[src/rtl/calc_key_sequencer_pkg.sv]
// calc_pkg: shared definitions for the calculator key sequencer.
//   - keypad code constants (digits 0-9, clear, operators, equals, memory keys)
//   - FSM state encoding (also driven out on the debug "state" port)
//   - register source-select encodings for A/B and M
// No ports; imported by calc_key_class and calc_key_sequencer.
package calc_pkg;

    localparam logic [3:0] KEY_0    = 4'h0;
    localparam logic [3:0] KEY_1    = 4'h1;
    localparam logic [3:0] KEY_2    = 4'h2;
    localparam logic [3:0] KEY_3    = 4'h3;
    localparam logic [3:0] KEY_4    = 4'h4;
    localparam logic [3:0] KEY_5    = 4'h5;
    localparam logic [3:0] KEY_6    = 4'h6;
    localparam logic [3:0] KEY_7    = 4'h7;
    localparam logic [3:0] KEY_8    = 4'h8;
    localparam logic [3:0] KEY_9    = 4'h9;
    localparam logic [3:0] KEY_CLR  = 4'hA;
    localparam logic [3:0] KEY_ADD  = 4'hB;
    localparam logic [3:0] KEY_SUB  = 4'hC;
    localparam logic [3:0] KEY_EQ   = 4'hD;
    localparam logic [3:0] KEY_GETM = 4'hE;
    localparam logic [3:0] KEY_SETM = 4'hF;

    // Gray-ordered so the debug display only flips one bit per normal step.
    typedef enum logic [1:0] {
        S_A   = 2'b00,
        S_OP  = 2'b01,
        S_B   = 2'b11,
        S_RES = 2'b10
    } calc_state_t;

    // A/B source selects
    localparam logic [1:0] ESC_M     = 2'b00;
    localparam logic [1:0] ESC_SHIFT = 2'b01;
    localparam logic [1:0] ESC_ALU   = 2'b10;
    localparam logic [1:0] ESC_DIGIT = 2'b11;

    // M source selects
    localparam logic M_SRC_A = 1'b0;
    localparam logic M_SRC_B = 1'b1;

endpackage

[src/rtl/calc_key_sequencer_key_class.sv]
// calc_key_class: combinational decode of a 4-bit keypad code into key classes.
// Ports:
//   key_code  in  4  raw keypad code
//   is_digit  out 1  0-9
//   is_op     out 1  '+' or '-'
//   is_eq     out 1  '='
//   is_clr    out 1  clear
//   is_getm   out 1  '#' recall memory
//   is_setm   out 1  '*' store memory
module calc_key_class
    import calc_pkg::*;
(
    input  logic [3:0] key_code,
    output logic       is_digit,
    output logic       is_op,
    output logic       is_eq,
    output logic       is_clr,
    output logic       is_getm,
    output logic       is_setm
);

    always_comb begin
        is_digit = (key_code <= KEY_9);
        is_op    = (key_code == KEY_ADD) || (key_code == KEY_SUB);
        is_eq    = (key_code == KEY_EQ);
        is_clr   = (key_code == KEY_CLR);
        is_getm  = (key_code == KEY_GETM);
        is_setm  = (key_code == KEY_SETM);
    end

endmodule

[src/rtl/calc_key_sequencer.sv]
// calc_key_sequencer: main calculator control FSM. Turns debounced key strobes
// into single-cycle load pulses and source selects for the A/B/M registers and
// the ALU add/sub select. All outputs are registered (one cycle after the strobe).
//
// Build option: define CALC_CHAIN_OPS_EN to let '+'/'-' typed while entering B
// fold the pending operation into A and start the next one (1+2+3...). Without
// it those keys are ignored in S_B.
//
// Ports:
//   clk        in   1  system clock
//   rst_n      in   1  async reset, active low
//   key_valid  in   1  key_code valid strobe
//   key_code   in   4  keypad code (see calc_pkg)
//   ld_a/ld_b/ld_m out 1  register load pulses
//   esc_a/esc_b out 2 A/B source select
//   m_src      out  1  M source select (A or B)
//   op_sub     out  1  ALU select, 1 = subtract
//   digit      out  4  digit value for the datapath
//   disp_sel   out  1  display B when high
//   state      out  2  current FSM state
//
// state | meaning
// ------+-------------------------------------------
// S_A   | entering first operand into A
// S_OP  | operator latched, waiting for first B digit
// S_B   | entering second operand into B
// S_RES | result in A; '=' repeats the last op
module calc_key_sequencer
    import calc_pkg::*;
#(
    parameter int DIGITS = 4
) (
    input  logic       clk,
    input  logic       rst_n,
    input  logic       key_valid,
    input  logic [3:0] key_code,
    output logic       ld_a,
    output logic [1:0] esc_a,
    output logic       ld_b,
    output logic [1:0] esc_b,
    output logic       ld_m,
    output logic       m_src,
    output logic       op_sub,
    output logic [3:0] digit,
    output logic       disp_sel,
    output logic [1:0] state
);

    localparam int             CW      = $clog2(DIGITS + 1);
    localparam logic [CW-1:0]  CNT_MAX = CW'(DIGITS);
    localparam logic [CW-1:0]  CNT_ONE = CW'(1);

    calc_state_t   state_q, state_nxt;
    logic [CW-1:0] cnt_q, cnt_nxt;
    logic          op_nxt;
    // A chained operator must not reach op_sub until the ALU load using the
    // old op has been taken, so it is parked here for one cycle.
    logic          pend_q, pend_nxt;
    logic          pend_val_q, pend_val_nxt;

    logic       ld_a_nxt, ld_b_nxt, ld_m_nxt, m_src_nxt;
    logic [1:0] esc_a_nxt, esc_b_nxt;
    logic [3:0] digit_nxt;

    logic is_digit, is_op, is_eq, is_clr, is_getm, is_setm;
    logic key_sub;

    calc_key_class u_key_class (
        .key_code (key_code),
        .is_digit (is_digit),
        .is_op    (is_op),
        .is_eq    (is_eq),
        .is_clr   (is_clr),
        .is_getm  (is_getm),
        .is_setm  (is_setm)
    );

    assign key_sub = (key_code == KEY_SUB);
    assign state   = state_q;

    always_comb begin
        state_nxt    = state_q;
        cnt_nxt      = cnt_q;
        op_nxt       = pend_q ? pend_val_q : op_sub;
        pend_nxt     = 1'b0;
        pend_val_nxt = pend_val_q;
        ld_a_nxt     = 1'b0;
        ld_b_nxt     = 1'b0;
        ld_m_nxt     = 1'b0;
        esc_a_nxt    = esc_a;
        esc_b_nxt    = esc_b;
        m_src_nxt    = m_src;
        digit_nxt    = digit;

        if (key_valid) begin
            if (is_clr) begin
                ld_a_nxt  = 1'b1;
                ld_b_nxt  = 1'b1;
                esc_a_nxt = ESC_DIGIT;
                esc_b_nxt = ESC_DIGIT;
                digit_nxt = 4'h0;
                op_nxt    = 1'b0;
                cnt_nxt   = '0;
                state_nxt = S_A;
            end else begin
                case (state_q)
                    S_A: begin
                        if (is_digit) begin
                            if (cnt_q < CNT_MAX) begin
                                ld_a_nxt  = 1'b1;
                                esc_a_nxt = ESC_SHIFT;
                                digit_nxt = key_code;
                                cnt_nxt   = cnt_q + CNT_ONE;
                            end
                        end else if (is_op) begin
                            op_nxt    = key_sub;
                            cnt_nxt   = '0;
                            state_nxt = S_OP;
                        end else if (is_getm) begin
                            ld_a_nxt  = 1'b1;
                            esc_a_nxt = ESC_M;
                            cnt_nxt   = CNT_MAX;
                        end else if (is_setm) begin
                            ld_m_nxt  = 1'b1;
                            m_src_nxt = M_SRC_A;
                        end
                    end
                    S_OP: begin
                        if (is_digit) begin
                            ld_b_nxt  = 1'b1;
                            esc_b_nxt = ESC_DIGIT;
                            digit_nxt = key_code;
                            cnt_nxt   = CNT_ONE;
                            state_nxt = S_B;
                        end else if (is_op) begin
                            op_nxt = key_sub;
                        end else if (is_getm) begin
                            ld_b_nxt  = 1'b1;
                            esc_b_nxt = ESC_M;
                            cnt_nxt   = CNT_MAX;
                            state_nxt = S_B;
                        end else if (is_setm) begin
                            ld_m_nxt  = 1'b1;
                            m_src_nxt = M_SRC_A;
                        end
                    end
                    S_B: begin
                        if (is_digit) begin
                            if (cnt_q < CNT_MAX) begin
                                ld_b_nxt  = 1'b1;
                                esc_b_nxt = ESC_SHIFT;
                                digit_nxt = key_code;
                                cnt_nxt   = cnt_q + CNT_ONE;
                            end
                        end else if (is_eq) begin
                            ld_a_nxt  = 1'b1;
                            esc_a_nxt = ESC_ALU;
                            state_nxt = S_RES;
                        end else if (is_getm) begin
                            ld_b_nxt  = 1'b1;
                            esc_b_nxt = ESC_M;
                            cnt_nxt   = CNT_MAX;
                        end else if (is_setm) begin
                            ld_m_nxt  = 1'b1;
                            m_src_nxt = M_SRC_B;
                        end else if (is_op) begin
`ifdef CALC_CHAIN_OPS_EN
                            ld_a_nxt     = 1'b1;
                            esc_a_nxt    = ESC_ALU;
                            pend_nxt     = 1'b1;
                            pend_val_nxt = key_sub;
                            cnt_nxt      = '0;
                            state_nxt    = S_OP;
`else
                            state_nxt = S_B;
`endif
                        end
                    end
                    S_RES: begin
                        if (is_digit) begin
                            ld_a_nxt  = 1'b1;
                            esc_a_nxt = ESC_DIGIT;
                            digit_nxt = key_code;
                            cnt_nxt   = CNT_ONE;
                            state_nxt = S_A;
                        end else if (is_op) begin
                            op_nxt    = key_sub;
                            cnt_nxt   = '0;
                            state_nxt = S_OP;
                        end else if (is_eq) begin
                            ld_a_nxt  = 1'b1;
                            esc_a_nxt = ESC_ALU;
                        end else if (is_getm) begin
                            ld_a_nxt  = 1'b1;
                            esc_a_nxt = ESC_M;
                            cnt_nxt   = CNT_MAX;
                            state_nxt = S_A;
                        end else if (is_setm) begin
                            ld_m_nxt  = 1'b1;
                            m_src_nxt = M_SRC_A;
                        end
                    end
                    default: state_nxt = S_A;
                endcase
            end
        end
    end

    always_ff @(posedge clk or negedge rst_n) begin
        if (!rst_n) begin
            state_q    <= S_A;
            cnt_q      <= '0;
            op_sub     <= 1'b0;
            pend_q     <= 1'b0;
            pend_val_q <= 1'b0;
            ld_a       <= 1'b0;
            ld_b       <= 1'b0;
            ld_m       <= 1'b0;
            esc_a      <= ESC_M;
            esc_b      <= ESC_M;
            m_src      <= M_SRC_A;
            digit      <= 4'h0;
            disp_sel   <= 1'b0;
        end else begin
            state_q    <= state_nxt;
            cnt_q      <= cnt_nxt;
            op_sub     <= op_nxt;
            pend_q     <= pend_nxt;
            pend_val_q <= pend_val_nxt;
            ld_a       <= ld_a_nxt;
            ld_b       <= ld_b_nxt;
            ld_m       <= ld_m_nxt;
            esc_a      <= esc_a_nxt;
            esc_b      <= esc_b_nxt;
            m_src      <= m_src_nxt;
            digit      <= digit_nxt;
            disp_sel   <= (state_nxt == S_B);
        end
    end

endmodule

[config.mk]
export PLATFORM = sky130hd
export DESIGN_NAME = calc_key_sequencer
export DESIGN_NICKNAME = d
export VERILOG_FILES = /design/src/rtl/calc_key_sequencer_pkg.sv /design/src/rtl/calc_key_sequencer_key_class.sv /design/src/rtl/calc_key_sequencer.sv
export SDC_FILE = /design/constraint.sdc
export NUM_CORES = 1
export LEC_CHECK = 0
export ABC_CLOCK_PERIOD_IN_PS = 2150
export BUFFER_PORTS_ARGS = -buffer_cell sky130_fd_sc_hd__clkbuf_2
export CORE_MARGIN = 1
export CORE_UTILIZATION = 25
export CTS_BUF_LIST = sky130_fd_sc_hd__clkbuf_8 sky130_fd_sc_hd__clkbuf_16
export DETAILED_ROUTE_END_ITERATION = 16
export PLACE_DENSITY = 0.38
export SLEW_MARGIN = 20
export SYNTH_ARGS = -nofsm -noshare
export SYNTH_HDL_FRONTEND = slang
export SYNTH_SLANG_ARGS = --single-unit
[constraint.sdc]
create_clock -name clk -period 2.15 [get_ports clk]
set_clock_uncertainty 0.05 [all_clocks]
set_input_delay 0.1075 -clock clk [delete_from_list [all_inputs] [get_ports clk]]
set_output_delay 0.1075 -clock clk [all_outputs]
set_load 0.05 [all_outputs]
### Word level (Yosys, flattened, before mapping)

Cells that the tools add are included.

| storage, ports and cells | value |
|---|---|
| input bits | 7 |
| flip-flop bits (word level) | 19 |
| output and inout bits | 16 |

| cells by class | value |
|---|---|
| equality and inequality tests | 31 |
| magnitude comparators | 2 |
| bitwise logic cells | 1 |
| mux-type cells | 98 |
| reductions and logical operators | 16 |
| $add $sub $neg | 1 |

Operator list:

| cell | number |
|---|---|
| $mux 2 | 32 |
| $mux 1 | 42 |
| $mux 3 | 11 |
| $eq 4x4->1 const B | 6 |
| $ne 4x4->1 const B | 6 |
| $ne 2x2->1 const B | 9 |
| $mux 4 | 4 |
| $pmux 3 s4 | 1 |
| $reduce_and 11->1 | 1 |
| $ne 3x1->1 const B | 3 |
| $pmux 1 s3 | 3 |
| $pmux 2 s4 | 1 |
| $pmux 4 s2 | 1 |
| $reduce_and 4->1 | 2 |
| $reduce_and 7->1 | 1 |
| $eq 2x2->1 const B | 3 |
| $ne 3x3->1 const B | 2 |
| $pmux 2 s3 | 1 |
| $reduce_or 2->1 | 3 |
| $reduce_and 5->1 | 1 |
| $le 4x4->1 const B | 1 |
| $pmux 2 s2 | 1 |
| $reduce_bool 2->1 | 2 |
| $reduce_bool 4->1 | 1 |
| 11 further kinds | 11 |

### Depth between registers and ports, before layout

Gate-level depths: netlist of the first run.

| logic depth | value |
|---|---|
| depth after elaboration | 11 |
| gate-level depth with buffers | 8 |
| mapped depth without buffers | 7 |

### Cells and area by module

Synthesis of the first run repeated with hierarchy kept, for this count alone.

| unflattened totals | value |
|---|---|
| cell total of the unflattened synthesis | 178 |
| area total of the unflattened synthesis | 1,472.7 um^2 |

Modules (own cells, without submodules):

| module | seq. area each (um^2) | instances | area each (um^2) | cells each |
|---|---|---|---|---|
| calc_key_sequencer | 475.5 | 1 | 1,411.4 | 168 |
| calc_key_class | 0.0 | 1 | 61.3 | 10 |

### Worst setup path after synthesis of the first run

Ideal clock, no wire load.

| path | value |
|---|---|
| kind | register -> register |
| start | reg state_q[0], in the netlist state[0] |
| end | reg cnt_q[0] |
| cell stages (with the launch flop) | 8 |
| arrival | 2.071 ns |
| path buffers | 2 |
| setup slack | -0.097 ns |
| period minus slack after synthesis | 2.247 ns |
| cells stage by stage | dfrtp_1 -> inv_1 -> ha_1 -> clkbuf_1 -> clkbuf_1 -> nor4_1 -> nor2_1 -> a221o_1 |

| between the ends | value |
|---|---|
| cells in the longest elaborated chain, start to end | 3 |

RTL lines:

| element | line | source |
|---|---|---|
| start: declaration | calc_key_sequencer.sv:53 | `calc_state_t state_q, state_nxt;` |
| start signal: assignment | calc_key_sequencer.sv:225 | `state_q <= state_nxt;` |
| $eq 2x2->1, or another cell as far along | calc_key_sequencer.sv:106 | `case (state_q)` |
| $pmux 3 s4 / $ne 4x4->1 (equally long branches) | n/a |  |
| $mux 3 / $reduce_and 2->1 (equally long branches) | n/a |  |
| end signal: assignment | calc_key_sequencer.sv:226 | `cnt_q <= cnt_nxt;` |
| end: declaration | calc_key_sequencer.sv:54 | `logic [CW-1:0] cnt_q, cnt_nxt;` |

Parallel ways exist; a longest one is shown, timed or not.
A chain may end at the register's enable or synchronous reset.

### Worst setup path in the final report of the first run

| path | value |
|---|---|
| start | reg state_q[0], in the netlist state[0] |
| end | reg esc_b[1] |

| between the ends | value |
|---|---|
| cells in the longest elaborated chain, start to end | 3 |

RTL lines:

| element | line | source |
|---|---|---|
| $eq 2x2->1 / $eq 2x1->1 (equally long branches) | calc_key_sequencer.sv:106 |  |
| $ne 4x4->1 (no line), or another cell as far along | n/a |  |
| $reduce_and 5->1 (no line) / $mux 2 (equally long branches) | n/a |  |
| end signal: assignment | calc_key_sequencer.sv:234 | `esc_b <= esc_b_nxt;` |
| end: declaration | calc_key_sequencer.sv:40 | `output logic [1:0] esc_b,` |

Parallel ways exist; a longest one is shown, timed or not.

==> results of run 1 <==
worst paths after layout:
path,start,to,slack [ns]
max,state[0]$_DFF_PN0_,esc_b[1]$_DFFE_PN0P_,0.18
min,key_valid,state[0]$_DFF_PN0_,0.22
max reg2reg,state[0]$_DFF_PN0_,esc_b[1]$_DFFE_PN0P_,0.18
min reg2reg,digit[3]$_DFFE_PN0P_,digit[3]$_DFFE_PN0P_,0.43
max in group asynchronous,rst_n,state[0]$_DFF_PN0_,1.42
min in group asynchronous,rst_n,cnt_q[1]$_DFFE_PN0P_,0.28
metrics by stage:
step	instance area, um2	setup slack (ns)	std cells
3_3_place_gp	1802	0.1135	282
6_report	1862	0.1778	287
2_1_floorplan	1579	0.06705	190
5_1_grt	1862	0.01419	287
3_5_place_dp	1802	0.08694	282
4_1_cts	1857	0.08324	287
registers in the layout, indices dropped and copies added (netlist names):
signal	flops
digit	4
cnt_q	3
esc_a	2
esc_b	2
state	2
disp_sel	1
ld_a	1
ld_b	1
ld_m	1
m_src	1
op_sub	1
layer usage:
layer | track usage (%) | share of wire (%) | vias to the layer above
li1 | - | - | 749
met1 | 22.20 | 48 | 764
met2 | 26.17 | 47 | 33
met3 | 3.444 | 3.4 | 4
met4 | 3.571 | 0.74 | 0
met5 | 0 | 0 | -
where the power goes:
part           switching (mW)  total, mW  internal (mW)
Sequential              0.103      0.585          0.481
Combinational           0.940       1.45          0.509
Clock                   0.124      0.251          0.127
cells by family (layout without fill, tap and decap cells):
family,count (synthesis),in the layout
adder cells (fa/ha/maj),5,5
multiplexers,3,3
AND/OR/NAND/NOR,71,71
AO/OA/AOI/OAI,66,66
flip-flops,19,19
buffers and inverters,26,48
cell type report:
| class | instances | share of cell area, % |
|---|---|---|
| Clock inverter | 1 | 0.2016 |
| Timing Repair Buffer | 36 | 12.37 |
| Tap cell | 75 | 5.040 |
| Inverter | 8 | 1.613 |
| Sequential cell | 19 | 25.60 |
| Clock buffer | 3 | 2.218 |
| Multi-Input combinational cell | 145 | 52.96 |
synthesized netlist by cell type (2+ instances only):
library cell | n | share of area [%]
dfrtp_1 | 19 | 30
nand2_1 | 16 | 3.8
o21ai_0 | 14 | 4.4
a21oi_1 | 13 | 4.1
nor2_1 | 12 | 2.9
buf_2 | 10 | 3.2
nand2b_1 | 8 | 3.2
inv_1 | 7 | 1.7
nor2b_1 | 6 | 2.4
clkbuf_1 | 5 | 1.2
ha_1 | 5 | 4.0
nand3_1 | 5 | 1.6
a221oi_1 | 3 | 1.7
nand4_1 | 3 | 1.2
nor4_1 | 3 | 1.2
o21ai_1 | 3 | 0.95
o31ai_1 | 3 | 1.4
o32ai_1 | 3 | 1.7
a211oi_1 | 2 | 0.95
a21o_1 | 2 | 0.95
a221o_1 | 2 | 1.3
a31oi_1 | 2 | 0.79
and2_1 | 2 | 0.79
and3_1 | 2 | 0.79
mux2_1 | 2 | 1.4
nand3b_1 | 2 | 0.95
nand4b_1 | 2 | 1.1
nor3_1 | 2 | 0.63
o21a_1 | 2 | 0.95
o22a_1 | 2 | 1.1
o22ai_1 | 2 | 0.79
o32a_1 | 2 | 1.3
what timing repair did:
item	4_1_cts	5_1_grt
setup endpoints to repair	0	3
hold buffers	1	0
gates resized for setup	0	2
endpoints found under the hold margin	19	0
==> impl_metrics.tcl, run 1 <==
set metrics [dict create \
    grt_max_degree 24 \
    synth.distinct_cells 56 \
    cp_cell_sequence "ha_1, buf_4, nand4_1, a21oi_1, a2111oi_4, nand2_1, a22o_1" \
    initial_core_util_pct 26.34 \
    finalCritPeriodShare_pct 91.73 \
    final_nets 225 \
    fillCellCount 647 \
    status "finished, final reports clean" \
    drt_pass1_iterations 4 \
    coreArea_um2 5991 \
    drc 0 \
    arrival_ns 2.08 \
    area_growth_pct 18.00 \
    criticalPathCategory "reg2reg" \
    period_minus_slack_ns 1.972 \
    syn_area_per_cell_um2 8.304 \
    cp.depth 7 \
    antenna_found_initial 0 \
    ys_seq_area_share_pct 30.13 \
    die_w_um 81.44 \
    vias_per_cell 5.401 \
    overflow 0 \
    synth_edf_count 0 \
    cts_max_level 1 \
    synth_seq_cells 19 \
    cts_sinks 19 \
    p_leak_nw 0.7911 \
    io_pins 23 \
    final-hold-violation-count 0 \
    min_path_type "in2reg" \
    yosys.area_share.adder_pct 3.965 \
    drv_cap 0 \
    fin_util_pct 31.08 \
    syn_inst 190 \
    layout-drive-gt1-share_pct 24.53 \
    tightestPinTransition_ns 0.4771 \
    clk_transition_reported_paths_ns 0.07 \
    worst-path-max-fanout 12 \
    critical_path.max_stage_delay_ns 0.47 \
    die_y_um 81.44 \
    drt-initial-drc-count 142 \
    setup-tns-final_ns 0 \
    holdWs_ns 0.2193 \
    synth_ff_type "dfrtp_1" \
    finalWirelength_um 4737 \
    crit_required_ns 2.25 \
    fmax_ghz 0.5071 \
    final_common_cell "clkbuf_2" \
    grt_pass1_wl_um 8162 \
    post-dp-hpwl_um 3500 \
    num_vias 1550 \
    seqCellArea_um2 476.7 \
    cts_tree "built" \
    synth-async-reset-ratio_pct 100.0 \
    worstSkewPairLatency_ns 0.26 \
    grtUsageTotal_pct 16.27 \
    synthMuxAreaShare_pct 2.141 \
    report.power.total_mw 2.284 \
    cp-start-kind "register" \
    routabilityCongestion 0.8177 \
    grt_pass1_vias 1554 \
    cts_root_buffer "clkbuf_8" \
    r2r_cells 7 \
    maxSlewViolCount 0 \
    rsz0062_at_grt "no" \
    peakVddDrop_mv 0.4830 \
    yosys_warnings 0 \
    diodes 0 \
    postCtsSetupRepairBufs 0 \
    cp_slowest_cell "dfrtp_2" \
    path_buf_inv 1 \
    power_density_nw_per_um2 1227 \
    cts_max_path_buffers 2 \
    max_slew_margin_pct 68.20 \
    wl_per_cell_um 16.51 \
    netlist_area_um2 1578 \
    ant_nets 0 \
    synth-compound-area-share_pct 30.69 \
    whs_path_depth 2 \
    synth_nets 202 \
    synth_top_family_by_area "compound AO/OA/AOI/OAI gates" \
    multi_input_area_um2 985.9 \
    cts_made_buffers 3 \
    synth_xor_area_share_pct 0 \
    row_count 28 \
    numPortBuffers 22 \
    layout_common_cells "clkbuf_2, dfrtp_1, nand2_1" \
    crit_family "compound AO/OA/AOI/OAI gates" \
    cp-end-kind "register" \
    finalSetupViolations 0 \
    synth-simple-area-share_pct 25.38 \
    dieArea_um2 6632 \
]
(Power assumes the default switching activity.)
==> inputs of run 2 (changes only) <==
--- a/config.mk
+++ b/config.mk
@@ -7,11 +7,13 @@
 export LEC_CHECK = 0
 export ABC_CLOCK_PERIOD_IN_PS = 2150
 export BUFFER_PORTS_ARGS = -buffer_cell sky130_fd_sc_hd__clkbuf_2
+export CELL_PAD_IN_SITES_DETAIL_PLACEMENT = 0
+export CELL_PAD_IN_SITES_GLOBAL_PLACEMENT = 1
 export CORE_MARGIN = 1
 export CORE_UTILIZATION = 25
 export CTS_BUF_LIST = sky130_fd_sc_hd__clkbuf_8 sky130_fd_sc_hd__clkbuf_16
 export DETAILED_ROUTE_END_ITERATION = 16
-export PLACE_DENSITY = 0.38
+export PLACE_DENSITY = 0.48
 export SLEW_MARGIN = 20
 export SYNTH_ARGS = -nofsm -noshare
 export SYNTH_HDL_FRONTEND = slang
==> impl_metrics.tcl, run 2 (synthesis results as in run 1) <==
set metrics [dict create \
    cp_cell_sequence "inv_1, ha_2, nand3_1, o31ai_1, a221oi_2, o32ai_2, and2_1" \
    rsz0062_at_grt "no" \
    final_common_cell "clkbuf_2" \
    power.switching_mw 1.190 \
    layout_common_cells "clkbuf_2, dfrtp_1, nand2_1" \
    final_nets 227 \
    die_y_um 81.44 \
    status "finished, final reports clean" \
    fillCellCount 653 \
    numPortBuffers 22 \
    peakVddDrop_mv 0.6728 \
    overflow 0 \
    worst-path-max-fanout 10 \
    antenna_found_initial 0 \
    setup-tns-final_ns 0 \
    finalWirelength_um 4914 \
    instances_no_fill 289 \
    grt_pass1_wl_um 7990 \
    regMostFlops "digit" \
    cts_made_buffers 3 \
    swShare_pct 51.62 \
    cts_max_path_buffers 2 \
    crit_required_ns 2.30 \
    power_density_nw_per_um2 1226 \
    p_leak_nw 0.7932 \
    num_vias 1561 \
    largest_reg_flops 4 \
    wl_per_cell_um 17.00 \
    layout-drive-gt1-share_pct 27.10 \
    worstSkewPairLatency_ns 0.26 \
    dp_cells 284 \
    max_slew_margin_pct 64.36 \
    tightestPinTransition_ns 0.5270 \
    dieArea_um2 6632 \
    diodes 0 \
    grt_max_degree 21 \
    top_regs "digit (4), cnt_q (3)" \
    cp-start-kind "register" \
    pwr-share-clk_pct 10.8 \
    vias_per_cell 5.401 \
    clk_transition_reported_paths_ns 0.07 \
    cts_sinks 19 \
    cts_max_level 1 \
    grt_pass1_vias 1509 \
    drt_pass1_iterations 4 \
    initial_core_util_pct 26.34 \
    period_minus_slack_ns 1.965 \
    drc 0 \
    cp_slowest_cell "dfrtp_2" \
    critical_path.max_stage_delay_ns 0.47 \
    ant_nets 0 \
    place_ws_ns 0.03818 \
    drv_cap 0 \
    p_int_mw 1.116 \
    cts_tree "built" \
    coreArea_um2 5991 \
    arrival_ns 2.11 \
    pwr-share-comb_pct 63.8 \
    fmax_ghz 0.5089 \
    maxSlewViolCount 0 \
    die_w_um 81.44 \
    io_pins 23 \
    post-dp-hpwl_um 3750 \
    finalCritPeriodShare_pct 91.40 \
    seqCellArea_um2 476.7 \
    min_path_type "in2reg" \
    grtUsageTotal_pct 15.97 \
    cts_root_buffer "clkbuf_8" \
    area_growth_pct 19.19 \
    finalSetupViolations 0 \
    drt-initial-drc-count 168 \
    final-hold-violation-count 0 \
    postCtsSetupRepairBufs 0 \
    criticalPathCategory "reg2reg" \
    cp-end-kind "register" \
    setup_ws_ns 0.1849 \
    p_seq_share_pct 25.5 \
    routabilityCongestion 0.7806 \
    row_count 28 \
    multi_input_area_um2 1002 \
]
## run 2: changes by cell type in the layout (fill, tap and decap cells not counted), sizes merged
cell  delta
buf      +2
## run 2: timing repair
item	in CTS	in global routing
endpoints found under the hold margin	19	0
hold buffers	1	0
gates resized for setup	0	6
setup endpoints to repair	0	7
## run 2: layout make-up
| class | instances | share of cell area, % |
|---|---|---|
| multi-input combinational | 145 | 53.29 |
| clock buffer | 3 | 2.196 |
| tap | 75 | 4.990 |
| timing repair buffer | 38 | 12.38 |
| sequential | 19 | 25.35 |
| clock inverter | 1 | 0.1996 |
| inverter | 8 | 1.597 |
## run 2: per-layer routing
layer  global-route usage [%]  vias to the layer above  routed length (um)
met4                    3.036                        0                  46
met1                    23.03                      745                2360
li1                         -                      758                   -
met5                        0                        -                   0
met3                    3.444                        4                 250
met2                    24.33                       54                2257
## run 2: power by group through the flow
| stage | logic [mW] | registers [mW] | clock network [mW] |
|---|---|---|---|
| floorplan | 0.754 | 0.907 | 0 |
| global placement | 1.45 | 0.586 | 0 |
| detailed placement | 1.44 | 0.592 | 0 |
| CTS | 1.45 | 0.586 | 0.260 |
| global route | 1.59 | 0.606 | 0.273 |
| finish | 1.47 | 0.587 | 0.248 |
## run 2: final timing paths
check,startpoint,endpoint,slack [ns],cells past startpoint
setup reg to reg,state[0]$_DFF_PN0_,disp_sel$_DFF_PN0_,0.18,7
hold reg to reg,digit[3]$_DFFE_PN0P_,digit[3]$_DFFE_PN0P_,0.44,2
max in group asynchronous,rst_n,state[0]$_DFF_PN0_,1.41,2
min in group asynchronous,rst_n,cnt_q[0]$_DFFE_PN0P_,0.28,2
hold / removal,key_valid,state[0]$_DFF_PN0_,0.25,2
setup / recovery,state[0]$_DFF_PN0_,disp_sel$_DFF_PN0_,0.18,7
## run 2: worst max-delay path, delay by kind of cell (launching register included)
kind	cells	cell delay (ns)
compound gates	3	0.68
simple gates	2	0.25
buf+inv	1	0.15
flops	1	0.47
fa+ha+maj	1	0.30
## run 2: through the flow
stage / hold WS, ns / power (mW) / utilization (%) / area [um2]
after global routing: 0.2577 / 2.473 / 31.39 / 1881
after global placement: 0.03361 / 2.034 / 30.12 / 1804
after floorplan: -0.2381 / 1.661 / - / 1579
after detailed placement: 0.04454 / 2.032 / 30.12 / 1804
after CTS: 0.2352 / 2.291 / 31.04 / 1859
final: 0.2479 / 2.306 / 31.39 / 1881
==> inputs of run 3 (changes only) <==
--- a/config.mk
+++ b/config.mk
@@ -14,6 +14,7 @@
 export CTS_BUF_LIST = sky130_fd_sc_hd__clkbuf_8 sky130_fd_sc_hd__clkbuf_16
 export DETAILED_ROUTE_END_ITERATION = 16
 export PLACE_DENSITY = 0.48
+export RECOVER_POWER = 25
 export SLEW_MARGIN = 20
 export SYNTH_ARGS = -nofsm -noshare
 export SYNTH_HDL_FRONTEND = slang
==> impl_metrics.tcl, run 3 (synthesis results as in run 1) <==
set metrics [dict create \
    drv_cap 0 \
    regMostFlops "digit" \
    cts_max_path_buffers 2 \
    place_ws_ns 0.03818 \
    row_count 28 \
    finalWirelength_um 4914 \
    area_growth_pct 19.11 \
    cp_slowest_cell "dfrtp_2" \
    cp-start-kind "register" \
    r2r_setup_slack_ns 0.18 \
    largest_reg_flops 4 \
    final-hold-violation-count 0 \
    worstSkewPairLatency_ns 0.26 \
    p_leak_nw 0.7902 \
    cts_root_buffer "clkbuf_8" \
    cp_cell_sequence "inv_1, ha_2, nand3_1, o31ai_1, a221oi_2, o32ai_2, and2_1" \
    status "finished, final reports clean" \
    cp-end-kind "register" \
    min_path_type "in2reg" \
    post-dp-hpwl_um 3750 \
    dp_cells 284 \
    holdWs_ns 0.2479 \
    dieArea_um2 6632 \
    hold_path_startpoint "key_valid" \
    antenna_found_initial 0 \
    layout_common_cells "clkbuf_2, dfrtp_1, nand2_1" \
    drc 0 \
    placed_area_um2 1804 \
    tightestPinTransition_ns 1.032 \
    r2r_start "state[0]$_DFF_PN0_" \
    whs_path_depth 2 \
    grt_max_degree 21 \
    rsz0062_at_grt "no" \
    die_w_um 81.44 \
    crit_family "compound AO/OA/AOI/OAI gates" \
    drt-initial-drc-count 168 \
    period_minus_slack_ns 1.965 \
    grtUsageTotal_pct 15.97 \
    final_common_cell "clkbuf_2" \
    cts_made_buffers 3 \
    power_density_nw_per_um2 1227 \
    grt_pass1_wl_um 7990 \
    min_to "state[0]$_DFF_PN0_" \
    numPortBuffers 22 \
    instances_no_fill 289 \
    path_buf_inv 1 \
    layout-drive-gt1-share_pct 26.64 \
    grt_pass1_vias 1509 \
    setup_ws_ns 0.1849 \
    drt_pass1_iterations 4 \
    cts_max_level 1 \
    diodes 0 \
    cts_tree "built" \
    finalSetupViolations 0 \
    overflow 0 \
    clk_transition_reported_paths_ns 0.07 \
    worst-path-max-fanout 10 \
    io_pins 23 \
    stdcell_area_um2 1879 \
    ant_nets 0 \
    top_regs "digit (4), cnt_q (3)" \
    coreArea_um2 5991 \
    fillCellCount 654 \
    finalCritPeriodShare_pct 91.40 \
    initial_core_util_pct 26.34 \
    setup-tns-final_ns 0 \
    vias_per_cell 5.401 \
    fmax_ghz 0.5089 \
    critical_path.max_stage_delay_ns 0.47 \
    final_nets 227 \
    num_vias 1561 \
    r2r_end "disp_sel$_DFF_PN0_" \
    routabilityCongestion 0.7806 \
    arrival_ns 2.11 \
    r2r_cells 7 \
    die_y_um 81.44 \
    max_slew_margin_pct 31.21 \
    peakVddDrop_mv 0.6728 \
    criticalPathCategory "reg2reg" \
    crit_required_ns 2.30 \
    wl_per_cell_um 17.00 \
    maxSlewViolCount 0 \
    cts_sinks 19 \
]
## run 3: per-stage QoR
step           total power, mW  utilization (%)
6_report                 2.305            31.37
5_1_grt                  2.473            31.37
3_3_place_gp             2.034            30.12
4_1_cts                  2.291            31.04
3_5_place_dp             2.032            30.12
2_1_floorplan            1.661                -
## run 3: cell type report
class | count | area [um2] | share of cell area, %
clock buffers | 3 | 41.29 | 2.197
clock inverters | 1 | 3.754 | 0.1997
inverters | 8 | 30.03 | 1.598
multi-input cells | 145 | 1002 | 53.33
flip-flops and latches | 19 | 476.7 | 25.37
well taps | 75 | 93.84 | 4.993
repair buffers | 38 | 231.5 | 12.32
## run 3: how the worst max path moves through the flow
stage | from | to | slack, ns | cells past startpoint
finish | state[0]$_DFF_PN0_ | disp_sel$_DFF_PN0_ | 0.18 | 7
global route | state[0]$_DFF_PN0_ | disp_sel$_DFF_PN0_ | 0.04 | 7
CTS | state[0]$_DFF_PN0_ | disp_sel$_DFF_PN0_ | 0.03 | 7
detailed placement | state[0]$_DFF_PN0_ | disp_sel$_DFF_PN0_ | 0.04 | 7
global placement | state[0]$_DFF_PN0_ | disp_sel$_DFF_PN0_ | 0.03 | 7
floorplan | state[1]$_DFF_PN0_ | cnt_q[0]$_DFFE_PN0P_ | 0.07 | 7
## run 3: timing repair
item | in CTS | in global routing
endpoints found under the setup margin | 0 | 7
buffers inserted | 0 | 0
hold buffers | 1 | 0
hold endpoints to repair | 19 | 0
resized for setup | 0 | 6
## run 3: power breakdown
part / leakage [nW] / internal (mW) / switching, mW
combinational: 0.525 / 0.507 / 0.963
clock: 0.0269 / 0.127 / 0.121
sequential: 0.238 / 0.481 / 0.106
## run 3: metal layers
layer	track usage (%)	wire length [um]	vias up
li1	-	-	758
met1	23.03	2366	745
met2	24.33	2250	54
met3	3.444	250	4
met4	3.036	46	0
met5	0	0	-
